**src/rtl/instr_fetch.sv**
```systemverilog
// Fetch stage: owns the program counter, issues one instruction-memory request
// at a time and hands the returned word to decode, applying taken branches.
module instr_fetch #(
  parameter int              xlen     = 64,
  parameter logic [xlen-1:0] RESET_PC = '0
) (
  input  logic            clk,
  input  logic            rst,
  output logic            imem_req_valid,
  input  logic            imem_req_ready,
  output logic [xlen-1:0] imem_addr,
  input  logic            imem_rsp_valid,
  input  logic [31:0]     imem_rdata,
  output logic [31:0]     instr,
  output logic [xlen-1:0] pc,
  output logic            instr_valid,
  input  logic            instr_ready,
  input  logic            branch_taken,
  input  logic [xlen-1:0] imm_branch,
  output logic            fetch_misalign
);

  typedef enum logic [1:0] {
    REQ   = 2'd0,
    WAIT  = 2'd1,
    HOLD  = 2'd2,
    FAULT = 2'd3
  } state_t;

  state_t          state, state_nxt;
  logic [xlen-1:0] pc_nxt;
  logic [31:0]     instr_nxt;
  logic            instr_valid_nxt;
  logic            misalign_nxt;
  logic [xlen-1:0] branch_tgt;
  logic            accept;

  // The request is a pure function of the state; it is held low while reset
  // is asserted so nothing is issued before the first post-reset cycle.
  assign imem_req_valid = (state == REQ) && !rst;
  assign imem_addr      = pc;
  assign accept         = instr_valid && instr_ready;
  assign branch_tgt     = pc + imm_branch;

  always_comb begin
    // NOTE: every combinational output gets a default first so that no path
    // through the case statement leaves a value unassigned (no latches).
    state_nxt       = state;
    pc_nxt          = pc;
    instr_nxt       = instr;
    instr_valid_nxt = instr_valid;
    misalign_nxt    = fetch_misalign;

    unique case (state)
      REQ: begin
        if (imem_req_ready) state_nxt = WAIT;
      end
      WAIT: begin
        if (imem_rsp_valid) begin
          instr_nxt       = imem_rdata;
          instr_valid_nxt = 1'b1;
          state_nxt       = HOLD;
        end
      end
      HOLD: begin
        if (accept) begin
          instr_valid_nxt = 1'b0;
          if (!branch_taken) begin
            pc_nxt    = pc + xlen'(4);
            state_nxt = REQ;
          end else if (branch_tgt[1]) begin
            // Target is only half-word aligned: stop fetching, keep pc.
            misalign_nxt = 1'b1;
            state_nxt    = FAULT;
          end else begin
            pc_nxt    = branch_tgt;
            state_nxt = REQ;
          end
        end
      end
      FAULT: begin
        state_nxt = FAULT;
      end
      default: begin
        state_nxt = REQ;
      end
    endcase
  end

  // NOTE: state registers use non-blocking assignments so every flop samples
  // the pre-edge values computed above, independent of statement order.
  always_ff @(posedge clk or posedge rst) begin
    if (rst) begin
      state          <= REQ;
      pc             <= RESET_PC;
      instr          <= '0;
      instr_valid    <= 1'b0;
      fetch_misalign <= 1'b0;
    end else begin
      state          <= state_nxt;
      pc             <= pc_nxt;
      instr          <= instr_nxt;
      instr_valid    <= instr_valid_nxt;
      fetch_misalign <= misalign_nxt;
    end
  end

endmodule

```
**config.mk**
```make
export PLATFORM = sky130hd
export DESIGN_NAME = instr_fetch
export DESIGN_NICKNAME = d
export VERILOG_FILES = /design/src/rtl/instr_fetch.sv
export SDC_FILE = /design/constraint.sdc
export NUM_CORES = 1
export LEC_CHECK = 0
export ABC_CLOCK_PERIOD_IN_PS = 10300
export CORE_ASPECT_RATIO = 0.8
export CORE_MARGIN = 2
export CORE_UTILIZATION = 45
export CTS_BUF_LIST = sky130_fd_sc_hd__clkbuf_8
export CTS_CLUSTER_DIAMETER = 80
export DETAILED_ROUTE_END_ITERATION = 8
export PLACE_DENSITY_LB_ADDON = 0.15
export RECOVER_POWER = 100
export SLEW_MARGIN = 20
export SYNTH_ARGS = -nofsm -noshare
export SYNTH_HDL_FRONTEND = slang
export SYNTH_SLANG_ARGS = --single-unit
```
**constraint.sdc**
```tcl
create_clock -name clk -period 10.3 [get_ports clk]
set_clock_uncertainty 0.05 [all_clocks]
set_input_delay 2.06 -clock clk [delete_from_list [all_inputs] [get_ports clk]]
set_output_delay 2.06 -clock clk [all_outputs]
set_load 0.02 [all_outputs]
```
== Word level (Yosys, flattened, before mapping) ==
Index checks and enable logic that the tools add are counted.
Word-level totals
  logic and storage cells: 35
  bits in registers: 100
  output and inout port bits: 163
Cells by class
  $add $sub $neg: 2
  reduce and logical (&&, ||, !) cells: 10
  equal/unequal tests: 7
  multiplexer cells: 11
Operators with widths (number)
  $mux 64: 2
  $add 64x3->64 const B: 1
  $add 64x64->64: 1
  $mux 2: 5
  $reduce_and 3->1: 3
  $ne 2x2->1 const B: 4
  $pmux 2 s4: 1
  $eq 2x2->1 const B: 2
  $reduce_and 4->1: 1
  $eq 2x1->1 const B: 1
  $logic_and 1x1->1: 2
  $logic_not 2->1: 1
  $mux 1: 2
  $pmux 1 s2: 1
  $reduce_and 2->1: 1
  $reduce_bool 2->1: 1
  $logic_not 1->1: 1

== Logic depth before layout (Yosys ltp) ==
Gate-level depths: netlist of run 1.
  word-level depth: 5
  gate-level depth with buffers: 13
  gate-level depth less buffers: 13

== Worst setup path before layout of run 1 ==
OpenSTA, ideal clock, no wires.
  kind: input -> register
  start: in imm_branch[3]
  end: reg pc[63] (netlist: imem_addr[63])
  setup time: 126 ps
  arrival: 4549 ps
  stages: 12
  buffers on the path: 0
  path slack: 5575 ps
  cells stage by stage: ha_1 > o21ai_0 > a22oi_1 > a211oi_2 > o211a_1 > o211ai_2 > a211o_1 > a311oi_2 > o21ai_0 > o211ai_1 > nand2_1 > a221o_1
On the way
  word-level cells in the longest chain between the ends: 3
Ends and longest elaborated chain
  start: declaration: RTL line 19  | input logic [xlen-1:0] imm_branch,
  $add 64x64->64: RTL line 43  | assign branch_tgt = pc + imm_branch;
  $mux 64: RTL line 71  | end else if (branch_tgt[1]) begin
  $mux 64: RTL line 68  | if (!branch_taken) begin
  end signal: assignment: RTL line 101  | pc <= pc_nxt;
  end: declaration: RTL line 15  | output logic [xlen-1:0] pc,
Every way passes these cells. The select of a mux whose other input is x is not followed.
A chain may end at the register's enable or synchronous reset.

== Final worst setup path of run 1 ==
  start: in branch_taken
  end: reg pc[60] (netlist: imem_addr[60])
On the way
  word-level cells in the longest chain between the ends: 2
  elaborated cells between the ends (all ways): 3
  those cells by class: eq/ne (1); mux (1); reduce/logical (1)
Ends and longest elaborated chain
  start: declaration: RTL line 18  | input logic branch_taken,
  $ne 2x2->1 (no line)
  $reduce_and 3->1 (no line)
Parallel ways exist; a longest one is shown, timed or not.

==> run summary, run 1 <==
First-pass GRT wire length -> 46590 um
Worst setup SP type -> input port
Power density cells -> 291.1 mW/mm^2
DRT Wirelength -> 29590 um
TNS Setup -> 0 ns
Die width -> 164.3 um
CTS resizes -> 0
Synthesized flop and latch total -> 99
Largest net degree at the start of global routing -> 91
Post-CTS Setup Inserts -> 0
CTS sink count -> 99
Fmax -> 0.1332 GHz
Post-synth EDFFs -> 0
Pre-CTS WS -> 4.552 ns
Final HPWL DP -> 22200 um
Sequential fraction of the synthesis area -> 0.2679
Crit path DAT -> 7.78 ns
Vias in the first global route -> 8499
Failing checks -> max-capacitance violations, max-slew violations
Final Slew Violations -> 229
P_leak -> 4.840 nW
CTS Hold Buffers Added -> 0
Core area -> 0.01997 sq mm
Initial Utilization -> 0.4631
Hold Fails Final Rpt -> 0
# Max-Cap Violations -> 4
Antenna violations before repair -> 0
NumNets Final -> 1473
Final Setup Violations -> 0
Critical Path Fanout Max -> 90
Outcome -> complete, but fails checks
Mean post-synth cell area -> 8.029 sq um
Die height -> 132.2 um
Synth unique cells -> 81
Placed Cells -> 1560
Syn. warnings -> 0
CTS Buf Count -> 9
Die footprint -> 0.02172 sq mm
Aggregate global-route resource usage -> 0.2676
CTS tree -> done
Setup crit end kind -> flop
HP Class -> reg -> reg
Final worst-path cycle share -> 0.7289
Clock root cell -> clkbuf_8
Synthesized instance count -> 1152
Port bufs -> 262
Total power draw -> 3.413 mW
Max Buffers Root-to-Sink -> 2
Clock transition at path regs -> 0.11 ns
Io pins -> 265
Overflow after GRT -> 0
Worst-Margin Slew -> 4.121 ns
GP Congestion -> 0.9511
FP Rows -> 46
Share of layout cells above drive strength 1 -> 0.06098
WL/cell -> 18.77 um
Detailed Route Iter0 Violations -> 916
IR drop worst, VDD -> 0.1672 mV
Final WS setup -> 2.793 ns
Flop2flop setup slack -> 6.34 ns
Tmin final -> 7.507 ns
Area growth, synth to finish -> 26.77%
Kind of critical path -> in -> reg
Initial DRT Pass Iterations -> 5
Cell Area, Synth -> 0.009249 sq mm
Main synth FF type -> dfrtp_1
Antenna-violating nets left -> 0
H-tree levels -> 3
Vias -> 9363
N_diodes -> 0
Vias/cell -> 5.941
RSZ-0062 raised after global routing -> no
CP required -> 10.57 ns
DRC viols -> 0
FFs w/ async S/R, synth -> 1.000
Clk Latency, worst-skew pair -> 0.40 ns
Max-slew headroom -> -1.747
Non-Filler Instances -> 1576
## metal layers
metal | vias to the layer above | global-route usage | part of all wire
met1 | 4425 | 0.3918 | 0.46
li1 | 4519 | - | -
met5 | - | 0 | 0
met3 | 10 | 0.05568 | 0.084
met4 | 0 | 0.04678 | 0.0080
met2 | 409 | 0.4100 | 0.45
## sequential cells by signal, indices dropped and copies added (netlist names)
register        count
fetch_misalign      1
imem_addr          63
instr              32
instr_valid         1
state               2
## worst paths after layout
path / start / endpoint / depth (start not counted)
min reg2reg: fetch_misalign / fetch_misalign / 1
min in group asynchronous: rst / instr[28] / 2
min: fetch_misalign / fetch_misalign / 1
max in group asynchronous: rst / fetch_misalign / 3
max reg2reg: imem_addr[4] / imem_addr[53] / 12
max: branch_taken / imem_addr[60] / 10
## critical path: stages
cell and delay (ns):
buf_2 0.07, clkbuf_1 2.86, nand2_1 0.55, nand3_1 0.32, buf_4 0.62, nor2_1 0.32, and2_0 0.53, nand3_1 0.13
o21ai_0 0.09, a21oi_1 0.13
## cells by family after synthesis
logic type                 count (synthesis)  synth area share
adders and majority gates                 64           0.08658
AOI/OAI and AO/OA                        395            0.2653
xor gates and xnor gates                  57           0.05398
muxes                                     41           0.04938
DFF                                       99            0.2679
buffers and inverters                    154           0.09077
and+or+nand+nor                          341            0.1857
other                                      1         0.0004055
## cells in the final DEF (no fill, tap or decap), types with 37 or more instances in the layout
cell and n:
dlygate4sd3_1 163, ha_1 64, nand2_1 91, nand3_1 38, nor2_1 82, a21oi_1 157
dfrtp_1 99, clkdlybuf4s50_1 98, o21ai_0 71, mux2_2 37, xnor2_1 42
## Yosys cell counts, drive strengths merged (13+ instances only)
master  instances  area share
o21bai         22       0.018
nand4          29       0.021
inv            29       0.012
nor3           21       0.013
xnor2          42       0.040
a31oi          19       0.013
a21o           20       0.016
o22a           13       0.012
o22ai          16       0.011
ha             64       0.087
mux2           37       0.045
clkbuf         48       0.020
xor2           15       0.014
nand2          91       0.037
and3           29       0.020
buf            77       0.059
nor2           85       0.036
o21ai          74       0.041
dfrtp          99        0.27
a21oi         159       0.086
nand3          38       0.021
## stage by stage
stage	hold WS [ns]	instance area (sq um)	utilization
6_report	0.4414	11730	0.5871
5_1_grt	0.4699	11730	0.5871
4_1_cts	0.4565	11750	0.5883
3_5_place_dp	0.4261	11540	0.5776
3_3_place_gp	0.4114	11530	0.5775
2_1_floorplan	0.5077	9253	-
## power by group
part	total (mW)	internal [mW]	switching (mW)
logic	2.32	1.00	1.32
clock network	0.270	0.0992	0.170
registers	0.818	0.560	0.258
## area by class of cell
type | instances | area (sq um)
well taps | 264 | 330.3
inverters | 29 | 110.1
flip-flops and latches | 99 | 2477
fillers | 1878 | 8247
clock inverters | 7 | 88.84
multi-input cells | 900 | 5947
repair buffers | 268 | 2648
clock buffers | 9 | 123.9
(Power assumes the default switching activity.)
==> inputs of run 2 (changes only) <==
ABC_CLOCK_PERIOD_IN_PS = 7000   (was 10300)
clock period = 7 ns   (was 10.3 ns; I/O delays follow)
==> run summary, run 2 (synthesized netlist as in run 1, its figures left out) <==
CTS sink count -> 99 (unchanged)
Setup crit end kind -> flop (unchanged)
Initial Utilization -> 0.4631 (unchanged)
Critical Path Fanout Max -> 5 (was 90)
Final worst-path cycle share -> 0.8069
Outcome -> complete, but fails checks (unchanged)
Placed Cells -> 1561 (was 1560)
Io pins -> 265 (unchanged)
Overflow after GRT -> 0 (unchanged)
CTS Hold Buffers Added -> 0 (unchanged)
Clock root cell -> clkbuf_8 (unchanged)
Tmin final -> 5.648 ns
Share of layout cells above drive strength 1 -> 0.05712 (was 0.06098)
Sw Ratio -> 0.5142 (was 0.5129)
Final HPWL DP -> 22690 um (was 22200 um)
DRT Wirelength -> 30160 um (was 29590 um)
WL/cell -> 19.11 um (was 18.77 um)
HP Class -> reg -> reg (unchanged)
Initial DRT Pass Iterations -> 5 (unchanged)
Hold Fails Final Rpt -> 0 (unchanged)
Largest net degree at the start of global routing -> 90 (was 91)
Aggregate global-route resource usage -> 0.2728 (was 0.2676)
Logic pwr share -> 0.680 (was 0.681)
Die footprint -> 0.02172 sq mm (unchanged)
NumNets Final -> 1474 (was 1473)
Crit path DAT -> 5.89 ns (was 7.78 ns)
TNS Setup -> 0 ns (unchanged)
Clk Latency, worst-skew pair -> 0.41 ns (was 0.40 ns)
Max-slew headroom -> -0.5175 (was -1.747)
P_leak -> 4.843 nW (was 4.840 nW)
Vias -> 9401 (was 9363)
IR drop worst, VDD -> 0.2676 mV (was 0.1672 mV)
Max Buffers Root-to-Sink -> 2 (unchanged)
Clk pwr share -> 0.081 (was 0.079)
Detailed Route Iter0 Violations -> 821 (was 916)
Post-CTS Setup Inserts -> 0 (unchanged)
RSZ-0062 raised after global routing -> no (unchanged)
Share of power burned in registers -> 0.238 (was 0.240)
Total power draw -> 5.015 mW (was 3.413 mW)
Worst-Margin Slew -> 2.276 ns (was 4.121 ns)
H-tree levels -> 3 (unchanged)
Switching Power -> 2.579 mW (was 1.750 mW)
Fmax -> 0.1770 GHz
Worst-case hold slack -> 0.4369 ns (was 0.4414 ns)
Vias/cell -> 5.958 (was 5.941)
Power density cells -> 428.5 mW/mm^2 (was 291.1 mW/mm^2)
Antenna-violating nets left -> 0 (unchanged)
Fillers -> 1810 (was 1878)
Non-Filler Instances -> 1578 (was 1576)
Antenna violations before repair -> 1 (was 0)
FP Rows -> 46 (unchanged)
DRC viols -> 0 (unchanged)
Clock transition at path regs -> 0.12 ns (was 0.11 ns)
Kind of critical path -> in -> reg (unchanged)
Area growth, synth to finish -> 26.54% (was 26.77%)
Commonest non-fill, non-tap cell in the layout -> dlygate4sd3_1 (unchanged)
Vias in the first global route -> 8600 (was 8499)
Port bufs -> 262 (unchanged)
Largest register FFs -> 63 (unchanged)
CTS Buf Count -> 9 (unchanged)
Die height -> 132.2 um (unchanged)
Core area -> 0.01997 sq mm (unchanged)
Failing checks -> max-capacitance violations, max-slew violations (unchanged)
Pint -> 2.436 mW (was 1.662 mW)
Final Setup Violations -> 0 (unchanged)
CTS resizes -> 0 (unchanged)
First-pass GRT wire length -> 47420 um (was 46590 um)
CP required -> 7.24 ns (was 10.57 ns)
Worst setup SP type -> input port (unchanged)
# Max-Cap Violations -> 4 (unchanged)
CTS tree -> done (unchanged)
GP Congestion -> 0.9399 (was 0.9511)
Final Slew Violations -> 177 (was 229)
Die width -> 164.3 um (unchanged)
Most frequent cells in the layout -> dlygate4sd3_1, a21oi_1, dfrtp_1 (unchanged)
run 2: metal layers:
layer	track usage	vias up	wire (um)
met5	0	-	0
met4	0.07115	0	512
met3	0.06291	35	3268
met2	0.4063	493	13020
met1	0.3956	4372	13360
li1	-	4501	-
run 2: worst paths after layout:
kind,from,endpoint,slack [ns],cells after the start
worst max-delay path,imm_branch[3],imem_addr[60],1.35,13
worst min-delay path,fetch_misalign,fetch_misalign,0.44,1
worst max register to register,imem_addr[7],imem_addr[56],2.33,12
worst min register to register,fetch_misalign,fetch_misalign,0.44,1
max in group asynchronous,rst,imem_addr[34],2.81,3
min in group asynchronous,rst,imem_addr[14],1.77,2
run 2: power by group through the flow:
stage / Sequential (mW) / Clock, mW / Combinational [mW]
6_report: 1.20 / 0.408 / 3.41
4_1_cts: 1.21 / 0.418 / 3.56
5_1_grt: 1.25 / 0.440 / 3.69
2_1_floorplan: 1.41 / 0 / 2.15
3_3_place_gp: 1.21 / 0 / 3.52
3_5_place_dp: 1.22 / 0 / 3.54
run 2: layout make-up:
| class | instances | area [sq um] | share of cell area |
|---|---|---|---|
| timing repair buffer | 269 | 2660 | 0.2273 |
| sequential | 99 | 2477 | 0.2117 |
| clock buffer | 9 | 123.9 | 0.01058 |
| clock inverter | 7 | 98.84 | 0.008446 |
| multi-input combinational | 900 | 5901 | 0.5042 |
| antenna | 1 | 2.502 | 0.0002138 |
| inverter | 29 | 110.1 | 0.009408 |
| tap | 264 | 330.3 | 0.02822 |
run 2: worst max-delay path, cell delays in order:
cell	delay (ns)
dlygate4sd3_1	0.55
ha_1	0.32
o21ai_0	0.15
o21ai_0	0.30
a31oi_1	0.16
a21boi_0	0.50
a41oi_1	0.37
o21ai_0	0.64
a21boi_0	0.39
o31a_1	0.47
o31ai_1	0.37
xnor2_1	0.17
a21oi_1	0.09
run 2: stage by stage:
| step | util | cell area [sq um] | setup slack (ns) |
|---|---|---|---|
| 2_1_floorplan | - | 9253 | 2.935 |
| 3_3_place_gp | 0.5779 | 11540 | 1.999 |
| 3_5_place_dp | 0.5779 | 11540 | 1.910 |
| 4_1_cts | 0.5890 | 11760 | 2.338 |
| 5_1_grt | 0.5860 | 11700 | 0.9512 |
| 6_report | 0.5860 | 11700 | 1.352 |
